## src/rtl/microwave_datapath.sv

```systemverilog
// microwave_datapath: countdown timer, heat-level PWM and end-of-cook beeper
// sitting behind the microwave controller's enable interface.
// Optional feature macro: MICROWAVE_DATAPATH_BEEP_EN (builds the beep divider).
module microwave_datapath #(
  parameter int TICKS_PER_SEC = 50_000_000,
  parameter int PWM_PERIOD    = 16
) (
  input  logic        clock,
  input  logic        reset,
  input  logic        enDuration,
  input  logic        enHeatingLevel,
  input  logic        enOut,
  input  logic        enEnd,
  input  logic        enReset,
  input  logic [15:0] inDuration,
  input  logic [1:0]  inHeatLevel,
  output logic        doneCount,
  output logic [15:0] timeLeft,
  output logic        heaterOn,
  output logic        running,
  output logic        beep
);

  localparam int PRESC_W = $clog2(TICKS_PER_SEC);
  localparam int PWM_W   = $clog2(PWM_PERIOD);
  localparam int DUTY_W  = PWM_W + 1;

  localparam logic [PRESC_W-1:0] PRESC_LAST = PRESC_W'(TICKS_PER_SEC - 1);
  localparam logic [PWM_W-1:0]   PWM_LAST   = PWM_W'(PWM_PERIOD - 1);
  localparam logic [DUTY_W-1:0]  DUTY_HIGH  = DUTY_W'(PWM_PERIOD);
  localparam logic [DUTY_W-1:0]  DUTY_NORM  = DUTY_W'((PWM_PERIOD / 4) * 3);
  localparam logic [DUTY_W-1:0]  DUTY_MED   = DUTY_W'(PWM_PERIOD / 2);
  localparam logic [DUTY_W-1:0]  DUTY_LOW   = DUTY_W'(PWM_PERIOD / 4);

  typedef enum logic [2:0] {
    IDLE,
    ARMED,
    RUN,
    PAUSE,
    EXPIRED
  } state_t;

  state_t               state_reg, state_next;
  logic [15:0]          count_reg, count_next;
  logic [1:0]           level_reg, level_next;
  logic [PRESC_W-1:0]   presc_reg, presc_next;
  logic [PWM_W-1:0]     pwm_reg, pwm_next;
  logic                 done_reg, done_next;
  logic [DUTY_W-1:0]    duty;

  // State register; external reset clears everything, controller clear is
  // folded into the next-state logic so both behave identically.
  always_ff @(posedge clock) begin
    if (reset) begin
      state_reg <= IDLE;
      count_reg <= '0;
      level_reg <= '0;
      presc_reg <= '0;
      pwm_reg   <= '0;
      done_reg  <= 1'b0;
    end else begin
      state_reg <= state_next;
      count_reg <= count_next;
      level_reg <= level_next;
      presc_reg <= presc_next;
      pwm_reg   <= pwm_next;
      done_reg  <= done_next;
    end
  end

  // Next-state logic: controller clear, then loads, then state transitions.
  always_comb begin
    state_next = state_reg;
    count_next = count_reg;
    level_next = level_reg;
    presc_next = presc_reg;
    pwm_next   = pwm_reg;
    done_next  = done_reg;
    if (enReset) begin
      state_next = IDLE;
      count_next = '0;
      level_next = '0;
      presc_next = '0;
      pwm_next   = '0;
      done_next  = 1'b0;
    end else begin
      if (enHeatingLevel) begin
        level_next = inHeatLevel;
      end
      // Duration loads only before cooking starts; the controller keeps
      // enDuration asserted through auto segments, so later loads are dropped.
      if (enDuration && (state_reg == IDLE || state_reg == ARMED)) begin
        count_next = inDuration;
        presc_next = '0;
        state_next = ARMED;
      end else begin
        case (state_reg)
          ARMED: begin
            if (enOut) begin
              if (count_reg != 16'd0) begin
                state_next = RUN;
              end else begin
                state_next = EXPIRED;
                done_next  = 1'b1;
              end
            end
          end
          RUN: begin
            pwm_next = (pwm_reg == PWM_LAST) ? '0 : pwm_reg + PWM_W'(1);
            if (presc_reg == PRESC_LAST) begin
              presc_next = '0;
              if (count_reg <= 16'd1) begin
                count_next = '0;
                state_next = EXPIRED;
                done_next  = 1'b1;
              end else begin
                count_next = count_reg - 16'd1;
                if (!enOut) begin
                  state_next = PAUSE;
                end
              end
            end else begin
              presc_next = presc_reg + PRESC_W'(1);
              if (!enOut) begin
                state_next = PAUSE;
              end
            end
          end
          PAUSE: begin
            if (enOut) begin
              state_next = RUN;
            end
          end
          EXPIRED: begin
            count_next = '0;
            done_next  = 1'b1;
          end
          default: begin
            state_next = IDLE;
          end
        endcase
      end
    end
  end

  // Heat level to PWM duty (cycles high per period).
  always_comb begin
    duty = DUTY_LOW;
    case (level_reg)
      2'd3:    duty = DUTY_HIGH;
      2'd2:    duty = DUTY_NORM;
      2'd1:    duty = DUTY_MED;
      default: duty = DUTY_LOW;
    endcase
  end

  // Outputs depend only on registered state.
  assign running   = (state_reg == RUN);
  assign heaterOn  = (state_reg == RUN) && ({1'b0, pwm_reg} < duty);
  assign timeLeft  = count_reg;
  assign doneCount = done_reg;

`ifdef MICROWAVE_DATAPATH_BEEP_EN
  localparam int BEEP_Q = TICKS_PER_SEC / 4;
  localparam int BEEP_W = $clog2(BEEP_Q) + 1;
  localparam logic [BEEP_W-1:0] BEEP_LAST = BEEP_W'(BEEP_Q - 1);

  logic [BEEP_W-1:0] beep_div_reg;
  logic              beep_reg;
  logic              beep_active_reg;

  // Beeper: starts high on entering the end-of-cook condition, then toggles
  // every quarter second; any exit from that condition silences it.
  always_ff @(posedge clock) begin
    if (reset || enReset || !(state_reg == EXPIRED && enEnd)) begin
      beep_div_reg    <= '0;
      beep_reg        <= 1'b0;
      beep_active_reg <= 1'b0;
    end else if (!beep_active_reg) begin
      beep_div_reg    <= '0;
      beep_reg        <= 1'b1;
      beep_active_reg <= 1'b1;
    end else if (beep_div_reg == BEEP_LAST) begin
      beep_div_reg <= '0;
      beep_reg     <= ~beep_reg;
    end else begin
      beep_div_reg <= beep_div_reg + BEEP_W'(1);
    end
  end

  assign beep = beep_reg;
`else
  logic unused_en_end;
  assign unused_en_end = enEnd;
  assign beep          = 1'b0;
`endif

endmodule

```

## config.mk

```make
export PLATFORM = sky130hd
export DESIGN_NAME = microwave_datapath
export DESIGN_NICKNAME = d
export VERILOG_FILES = /design/src/rtl/microwave_datapath.sv
export SDC_FILE = /design/constraint.sdc
export NUM_CORES = 1
export LEC_CHECK = 0
export BUFFER_PORTS_ARGS = -buffer_cell sky130_fd_sc_hd__buf_2
export CORE_ASPECT_RATIO = 1.4
export CORE_MARGIN = 3
export CORE_UTILIZATION = 30
export CTS_CLUSTER_DIAMETER = 50
export CTS_CLUSTER_SIZE = 25
export DETAILED_ROUTE_END_ITERATION = 6
export GPL_TIMING_DRIVEN = 0
export SLEW_MARGIN = 10
export SYNTH_ARGS = -nofsm -noshare
export SYNTH_HDL_FRONTEND = slang
export SYNTH_SLANG_ARGS = --single-unit
```

## constraint.sdc

```tcl
create_clock -name clock -period 6.1 [get_ports clock]
set_input_delay 0.61 -clock clock [delete_from_list [all_inputs] [get_ports clock]]
set_output_delay 0.61 -clock clock [all_outputs]
set_load 0.005 [all_outputs]
```

==> out/metrics.cfg, run 1 <==
[finish]
n_fill_cell = 939
multi_input_comb_area_mm2 = 0.00170
area_growth_pct = 18.3
seqCellArea_mm2 = 0.00104
drive_gt1_share_pct = 18.5
nNetsFinal = 432
stdcell_area_mm2 = 0.00340
diodes = 0
largest_reg_flops = 26

[power_and_ir_drop]
p_int_mw = 0.614
switching_share_pct = 25.6
peakVddDrop_mv = 0.131
seqPwrFrac_pct = 43.0
powerDensity_mw_per_mm2 = 243
p_sw_mw = 0.211
clockPowerShare_pct = 41.1
p_leak_nw = 1.23
comb_power_share_pct = 15.9

[clocking]
clk_pin_slew_ps = 70
post_cts_resized = 0
htreeDepth = 2
cts_hold_buf = 0
cts_tree = done
clk_latency_ps = 290
clk_path_buf_depth = 2
cts_buffers = 5
post_cts_buffers = 0
numClockSinks = 52
cts-root-buf = clkbuf_16

[logic_synthesis]
ys_ff_latch = 52
yosysTopAreaCell = dfxtp_1
syn_area_per_cell_um2 = 8.18
async_flop_share_pct = 0
synthTopCellsByArea = dfxtp_1, xnor2_1, nor2_1
synth_edf_count = 0
synth_area_mm2 = 0.00287
yosysTopAreaCellShare_pct = 36.2
syn_nets = 383
ys_seq_area_share_pct = 36.2
ys.flop_type = dfxtp_1
ys_types = 53
yosysWarnings = 0
syn_inst = 351

[drt]
vias = 2739
wl_um = 7610
dr.pass1.iters = 5
route.antenna.remaining_nets = 0
wl_per_cell_um = 15.0
vias_per_cell = 5.39
post-route-drc-count = 0
drt_iter0_drc = 136

[grt]
overflow = 0
grt_pass1_wl_um = 13000
grt_max_degree = 16
antenna_found_initial = 0
first_global_vias = 2728
track_usage_pct = 15.1

[floorplanning]
die_h_um = 122
chipWidth_um = 88.7
rows = 41
pin_count = 45
dieArea_mm2 = 0.0108
start_util_pct = 31.3
coreArea_mm2 = 0.00918

[timing]
finalSetupTns_ps = 0
rsz0062_at_grt = false
finalClockSkew_ps = 6.83
hold_viol = 0
period_share_pct = 42.7
period_needed_ps = 2610
fmax_mhz = 384
setup_viol = 0
tightest_slew_ps = 923
slew_violations = 0
slew_headroom_pct = 38.0

[worst_setup_path]
start_kind = register
r2r_cells = 6
end_kind = output pin
critical_path_peak_fanout = 10
critPathKind = register to output pin
crit_required_ps = 5490
worstPathArrival_ps = 2000

[place]
gp_congestion = 0.906
placed_area_mm2 = 0.00322
hpwl_um = 5820
numPortBuffers = 42

[worst_hold_path]
hp-class = register to register
whs_path_depth = 2

[job]
maxCapViolations = 0

[outcome]
status = finished clean

==> power by group through the flow <==
| stage | Combinational, mW | Sequential (mW) | Clock, mW |
|---|---|---|---|
| after floorplan | 0.0895 | 0.361 | 0 |
| after global placement | 0.128 | 0.362 | 0 |
| after detailed placement | 0.129 | 0.362 | 0 |
| after CTS | 0.130 | 0.355 | 0.347 |
| after global routing | 0.146 | 0.356 | 0.361 |
| final | 0.131 | 0.355 | 0.339 |
==> worst paths after layout <==
kind,slack (ps),start,to
worst max-delay path,3490,state_reg[2],running
worst max register to register,3650,presc_reg[16],timeLeft[8]
worst min-delay path,470,presc_reg[1],presc_reg[1]
worst min register to register,470,presc_reg[1],presc_reg[1]
==> layout make-up <==
type / instances / share of cell area (%)
buffer: 19 / 2.58
multi-input combinational: 267 / 49.9
inverter: 13 / 1.44
clock inverter: 1 / 0.883
tap: 107 / 3.94
clock buffer: 7 / 4.49
sequential: 52 / 30.6
timing repair buffer: 42 / 6.18
==> synthesized netlist by cell type (9+ instances only) <==
master    instances
a21oi_1          20
clkbuf_1         10
dfxtp_1          52
inv_1            13
nand2_1          31
nand3_1          13
nand4_1           9
nor2_1           43
nor3_1           11
o22ai_1          10
xnor2_1          21
==> through the flow <==
stage	utilization, %	total power, mW	cells	setup WS (ps)	hold slack [ps]
floorplan	-	0.450	351	4120	444
global placement	35.0	0.491	500	3450	455
detailed placement	35.0	0.492	500	3410	460
CTS	37.0	0.831	508	3460	469
global route	37.0	0.863	508	3380	506
finish	37.0	0.826	508	3490	466
==> placed cells by master (no fill, tap or decap), types with 3 or more instances in the layout <==
cell type  instances
o21a_1             3
o21ai_0            7
buf_2             49
dfxtp_1           52
nor4_1             5
nor3_2             4
and2_1             3
xnor2_1           21
nor2_2             3
nand2b_1           3
ha_1               7
a221oi_1           4
and4_1             8
and3_1             6
nand3_1           13
a22oi_1            3
inv_1             13
xor2_1             6
o22ai_1           10
clkbuf_1          10
a32oi_1            8
nor3_1            11
a211oi_1           3
nor2_1            43
clkbuf_16          5
nand2_1           31
nand4_1            9
a21oi_1           20
==> worst max-delay path, cell delays in order, from the launching register on <==
cell and delay, ps:
dfxtp_1 300, buf_2 150, or3b_1 440, buf_2 220
inv_1 160, buf_2 260, buf_2 170
==> kinds of logic (layout without fill, tap and decap cells) <==
kind of cell / Yosys count / in the layout / synth area share (%)
AND/OR/NAND/NOR: 157 / 157 / 29.5
flip-flops: 52 / 52 / 36.2
adder cells (fa/ha/maj): 7 / 7 / 3.05
multiplexers: 2 / 2 / 0.697
buffers and inverters: 32 / 82 / 4.75
AO/OA/AOI/OAI: 73 / 73 / 17.4
other: 1 / 1 / 0.131
XOR/XNOR: 27 / 27 / 8.23
==> routing by layer <==
| layer | up-vias | share of wire (%) | global-route usage, % | routed length (um) |
|---|---|---|---|---|
| met5 | - | 0 | 0 | 0 |
| met4 | 0 | 1.9 | 6.81 | 141 |
| met3 | 10 | 4.8 | 2.50 | 368 |
| met2 | 85 | 54 | 26.8 | 4080 |
| met1 | 1279 | 40 | 17.2 | 3020 |
| li1 | 1365 | - | - | - |
Power figures use the tool's default switching activity.
==> run 2: changes to the inputs <==
- clock period: 6.1 -> 2.5 ns (I/O delays scaled with it)
==> out/metrics.cfg, run 2 (same netlist as run 1, synthesis figures left out) <==
[worst_setup_path]
end_kind = register
critPathKind = register to register
crit-reg2reg-launch = timeLeft[0]
start_kind = register
worstPathArrival_ps = 2510
crit_required_ps = 2710
critical_path_peak_fanout = 10
r2r_cells = 7
r2r-end = timeLeft[5]
reg2reg_slack_ps = 200

[drt]
wl_um = 7700
wl_per_cell_um = 15.1
vias_per_cell = 5.46
post-route-drc-count = 0
drt_iter0_drc = 134
route.antenna.remaining_nets = 0
vias = 2778
dr.pass1.iters = 5

[worst_hold_path]
whs_path_depth = 3
hp-start = inHeatLevel[0]
hp-class = input port to register
min_to = level_reg[0]

[finish]
drive_gt1_share_pct = 19.2
final_cell_mix = dfxtp_1, buf_2, nor2_1, nand2_1, xnor2_1
diodes = 0
largest_reg_flops = 26
seqCellArea_mm2 = 0.00104
final_common_cell = dfxtp_1
area_growth_pct = 19.1
nNetsFinal = 433
multi_input_comb_area_mm2 = 0.00171
n_fill_cell = 940

[place]
hpwl_um = 5820
gp_congestion = 0.906
dp_slack_ps = 80.8
numPortBuffers = 42

[timing]
period_needed_ps = 2300
slew_headroom_pct = 42.7
setup_viol = 0
finalClockSkew_ps = 5.69
hold_viol = 0
fmax_mhz = 435
slew_violations = 0
period_share_pct = 92.0
finalSetupTns_ps = 0
tightest_slew_ps = 853
setup_ws_ps = 200
rsz0062_at_grt = false

[grt]
antenna_found_initial = 0
overflow = 0
first_global_vias = 2720
grt_max_degree = 16
track_usage_pct = 15.1
grt_pass1_wl_um = 13000

[clocking]
cts_hold_buf = 0
cts-root-buf = clkbuf_16
clk_latency_ps = 290
cts_tree = done
cts_buffers = 5
clk_pin_slew_ps = 70
numClockSinks = 52
htreeDepth = 2
clk_path_buf_depth = 2

[floorplanning]
dieArea_mm2 = 0.0108
coreArea_mm2 = 0.00918
die_h_um = 122
chipWidth_um = 88.7
rows = 41
start_util_pct = 31.3
pin_count = 45

[power_and_ir_drop]
p_leak_nw = 1.24
seqPwrFrac_pct = 42.9
powerDensity_mw_per_mm2 = 590
switching_share_pct = 25.7
peakVddDrop_mv = 0.324
comb_power_share_pct = 16.0
p_int_mw = 1.50
p_sw_mw = 0.519
clockPowerShare_pct = 41.1

[outcome]
status = finished clean

[job]
maxCapViolations = 0

==> run 2: changes by cell type in the layout (fill, tap and decap cells not counted), sizes merged <==
| cell | previous run | this run |
|---|---|---|
| buf | 51 | 52 |
==> run 2: per-stage QoR <==
stage | power, mW | util (%) | cell area [um2] | hold slack [ps] | cells
after floorplan | 1.10 | - | 2870 | 356 | 351
after global placement | 1.20 | 35.0 | 3220 | 455 | 500
after detailed placement | 1.20 | 35.0 | 3220 | 460 | 500
after CTS | 2.03 | 37.0 | 3400 | 199 | 508
after global routing | 2.11 | 37.3 | 3420 | 208 | 509
final | 2.02 | 37.3 | 3420 | 199 | 509
==> run 2: worst max path at each step <==
| stage | endpoint | depth (start not counted) | from |
|---|---|---|---|
| detailed placement | timeLeft[7] | 6 | presc_reg[16] |
| global route | timeLeft[5] | 6 | timeLeft[11] |
| global placement | timeLeft[9] | 6 | presc_reg[16] |
| floorplan | presc_reg[24] | 7 | state_reg[2] |
| finish | timeLeft[5] | 7 | timeLeft[0] |
| CTS | timeLeft[7] | 6 | presc_reg[16] |
==> run 2: worst max-delay path, cell delays in order (launching register included) <==
cell and delay [ps]:
dfxtp_1 420, inv_1 140, ha_1 280, o2111a_1 310, a31oi_1 300, clkbuf_1 460
a21oi_1 130, o22ai_1 180
==> run 2: power by group through the flow <==
stage                     registers, mW  clock network, mW  logic, mW
after detailed placement          0.884                  0      0.316
after global placement            0.884                  0      0.313
after global routing              0.868              0.881      0.358
after floorplan                   0.880                  0      0.218
final                             0.866              0.830      0.323
after CTS                         0.865              0.846      0.317
==> run 2: final cells by class <==
type | instances | area share (%)
buffer | 19 | 2.60
clock buffer | 7 | 4.46
clock inverter | 1 | 0.878
inverter | 13 | 1.43
multi-input combinational | 267 | 49.9
sequential | 52 | 30.4
tap | 107 | 3.91
timing repair buffer | 43 | 6.36
==> run 2: per-layer routing <==
layer  track usage, %  vias to the layer above  wire, um
met5                0                        -         0
met4             6.14                        0       167
met3             2.50                       13       358
met2             27.2                       85      4110
met1             17.3                     1309      3060
li1                 -                     1371         -
==> run 2: what timing repair did <==
item	4_1_cts	5_1_grt
resized for setup	0	4
buffers inserted	0	1
setup endpoints to repair	0	22
==> run 3: changes to the inputs <==
- CORE_ASPECT_RATIO: 1.4 -> not set
==> out/metrics.cfg, run 3 (same netlist as run 1, synthesis figures left out) <==
[timing]
tightest_slew_ps = 837
hold_viol = 0
slew_violations = 0
rsz0062_at_grt = false
fmax_mhz = 424
slew_headroom_pct = 43.8
finalSetupTns_ps = 0
setup_viol = 0
setup_ws_ps = 144
period_share_pct = 94.2
period_needed_ps = 2360
finalClockSkew_ps = 18.6

[finish]
area_growth_pct = 19.0
nNetsFinal = 432
seqCellArea_mm2 = 0.00104
final_cell_mix = dfxtp_1, buf_2, nor2_1, nand2_1, xnor2_1
n_fill_cell = 1006
largest_reg_flops = 26
final_common_cell = dfxtp_1
diodes = 0
utilization_pct = 36.8
multi_input_comb_area_mm2 = 0.00173
drive_gt1_share_pct = 20.0

[worst_setup_path]
end_kind = register
start_kind = register
worstPathArrival_ps = 2560
crit_required_ps = 2700
critical_path_peak_fanout = 10
critPathKind = register to register

[place]
gp_congestion = 0.882
hpwl_um = 5530
dp_slack_ps = -9.54
numPortBuffers = 42

[power_and_ir_drop]
p_leak_nw = 1.22
comb_power_share_pct = 17.2
total_power_mw = 1.88
p_int_mw = 1.38
switching_share_pct = 26.9
p_sw_mw = 0.506
seqPwrFrac_pct = 46.0
peakVddDrop_mv = 0.345
powerDensity_mw_per_mm2 = 551
clockPowerShare_pct = 36.8

[drt]
post-route-drc-count = 0
vias_per_cell = 5.18
wl_per_cell_um = 14.5
dr.pass1.iters = 5
route.antenna.remaining_nets = 0
wl_um = 7670
drt_iter0_drc = 169
vias = 2744

[clocking]
post_cts_buffers = 0
cts_tree = done
htreeDepth = 2
clk_latency_ps = 310
clk_pin_slew_ps = 100
clk_path_buf_depth = 2
cts_buffers = 5
cts-root-buf = clkbuf_8
numClockSinks = 52
cts_hold_buf = 0

[grt]
antenna_found_initial = 0
grt_max_degree = 18
track_usage_pct = 13.6
overflow = 0
first_global_vias = 2571
grt_pass1_wl_um = 12500

[floorplanning]
dieArea_mm2 = 0.0108
coreArea_mm2 = 0.00928
die_h_um = 104
chipWidth_um = 104
rows = 35
start_util_pct = 30.9
pin_count = 45

[job]
maxCapViolations = 0

[worst_hold_path]
hp-class = input port to register

[outcome]
status = finished clean

run 3: what timing repair did:
action / CTS / global route
gates resized for setup: 1 / 7
cloned: 0 / 0
endpoints found under the setup margin: 20 / 35
run 3: worst paths after layout:
kind / from / to / slack (ps) / cells after the start
setup reg to reg: presc_reg[13] / timeLeft[15] / 140 / 8
hold reg to reg: presc_reg[1] / presc_reg[1] / 500 / 2
hold / removal: enOut / state_reg[0] / 170 / 2
setup / recovery: presc_reg[13] / timeLeft[15] / 140 / 8
run 3: area by class of cell:
cell class / instances / share of cell area (%)
inverter: 13 / 1.43
buffer: 19 / 2.60
multi-input combinational: 267 / 50.6
clock inverter: 3 / 2.01
timing repair buffer: 42 / 6.15
clock buffer: 5 / 2.01
tap: 129 / 4.72
sequential: 52 / 30.5
run 3: critical path, stage by stage, from the launching register on:
cell,delay (ps)
dfxtp_1,390
and4_1,200
clkbuf_1,290
nand4_1,300
o31a_1,350
buf_2,190
buf_2,220
a221oi_1,240
nor2_1,80
run 3: power by group through the flow:
stage | clock network, mW | registers, mW | logic [mW]
floorplan | 0 | 0.880 | 0.218
global placement | 0 | 0.883 | 0.314
detailed placement | 0 | 0.884 | 0.315
CTS | 0.714 | 0.865 | 0.317
global route | 0.742 | 0.868 | 0.358
finish | 0.694 | 0.865 | 0.324
run 3: routing by layer:
layer	vias up	track usage, %	share of wire [%]
met3	5	2.17	5.4
met2	77	21.8	47
met5	-	0	0
met1	1296	19.1	47
met4	0	3.61	0.91
li1	1366	-	-
run 3: per-stage QoR:
stage          instance area, um2  hold slack [ps]  instances
2_1_floorplan                2870              356        351
3_3_place_gp                 3240              458        522
3_5_place_dp                 3240              469        522
4_1_cts                      3390              164        530
5_1_grt                      3420              173        530
6_report                     3420              170        530
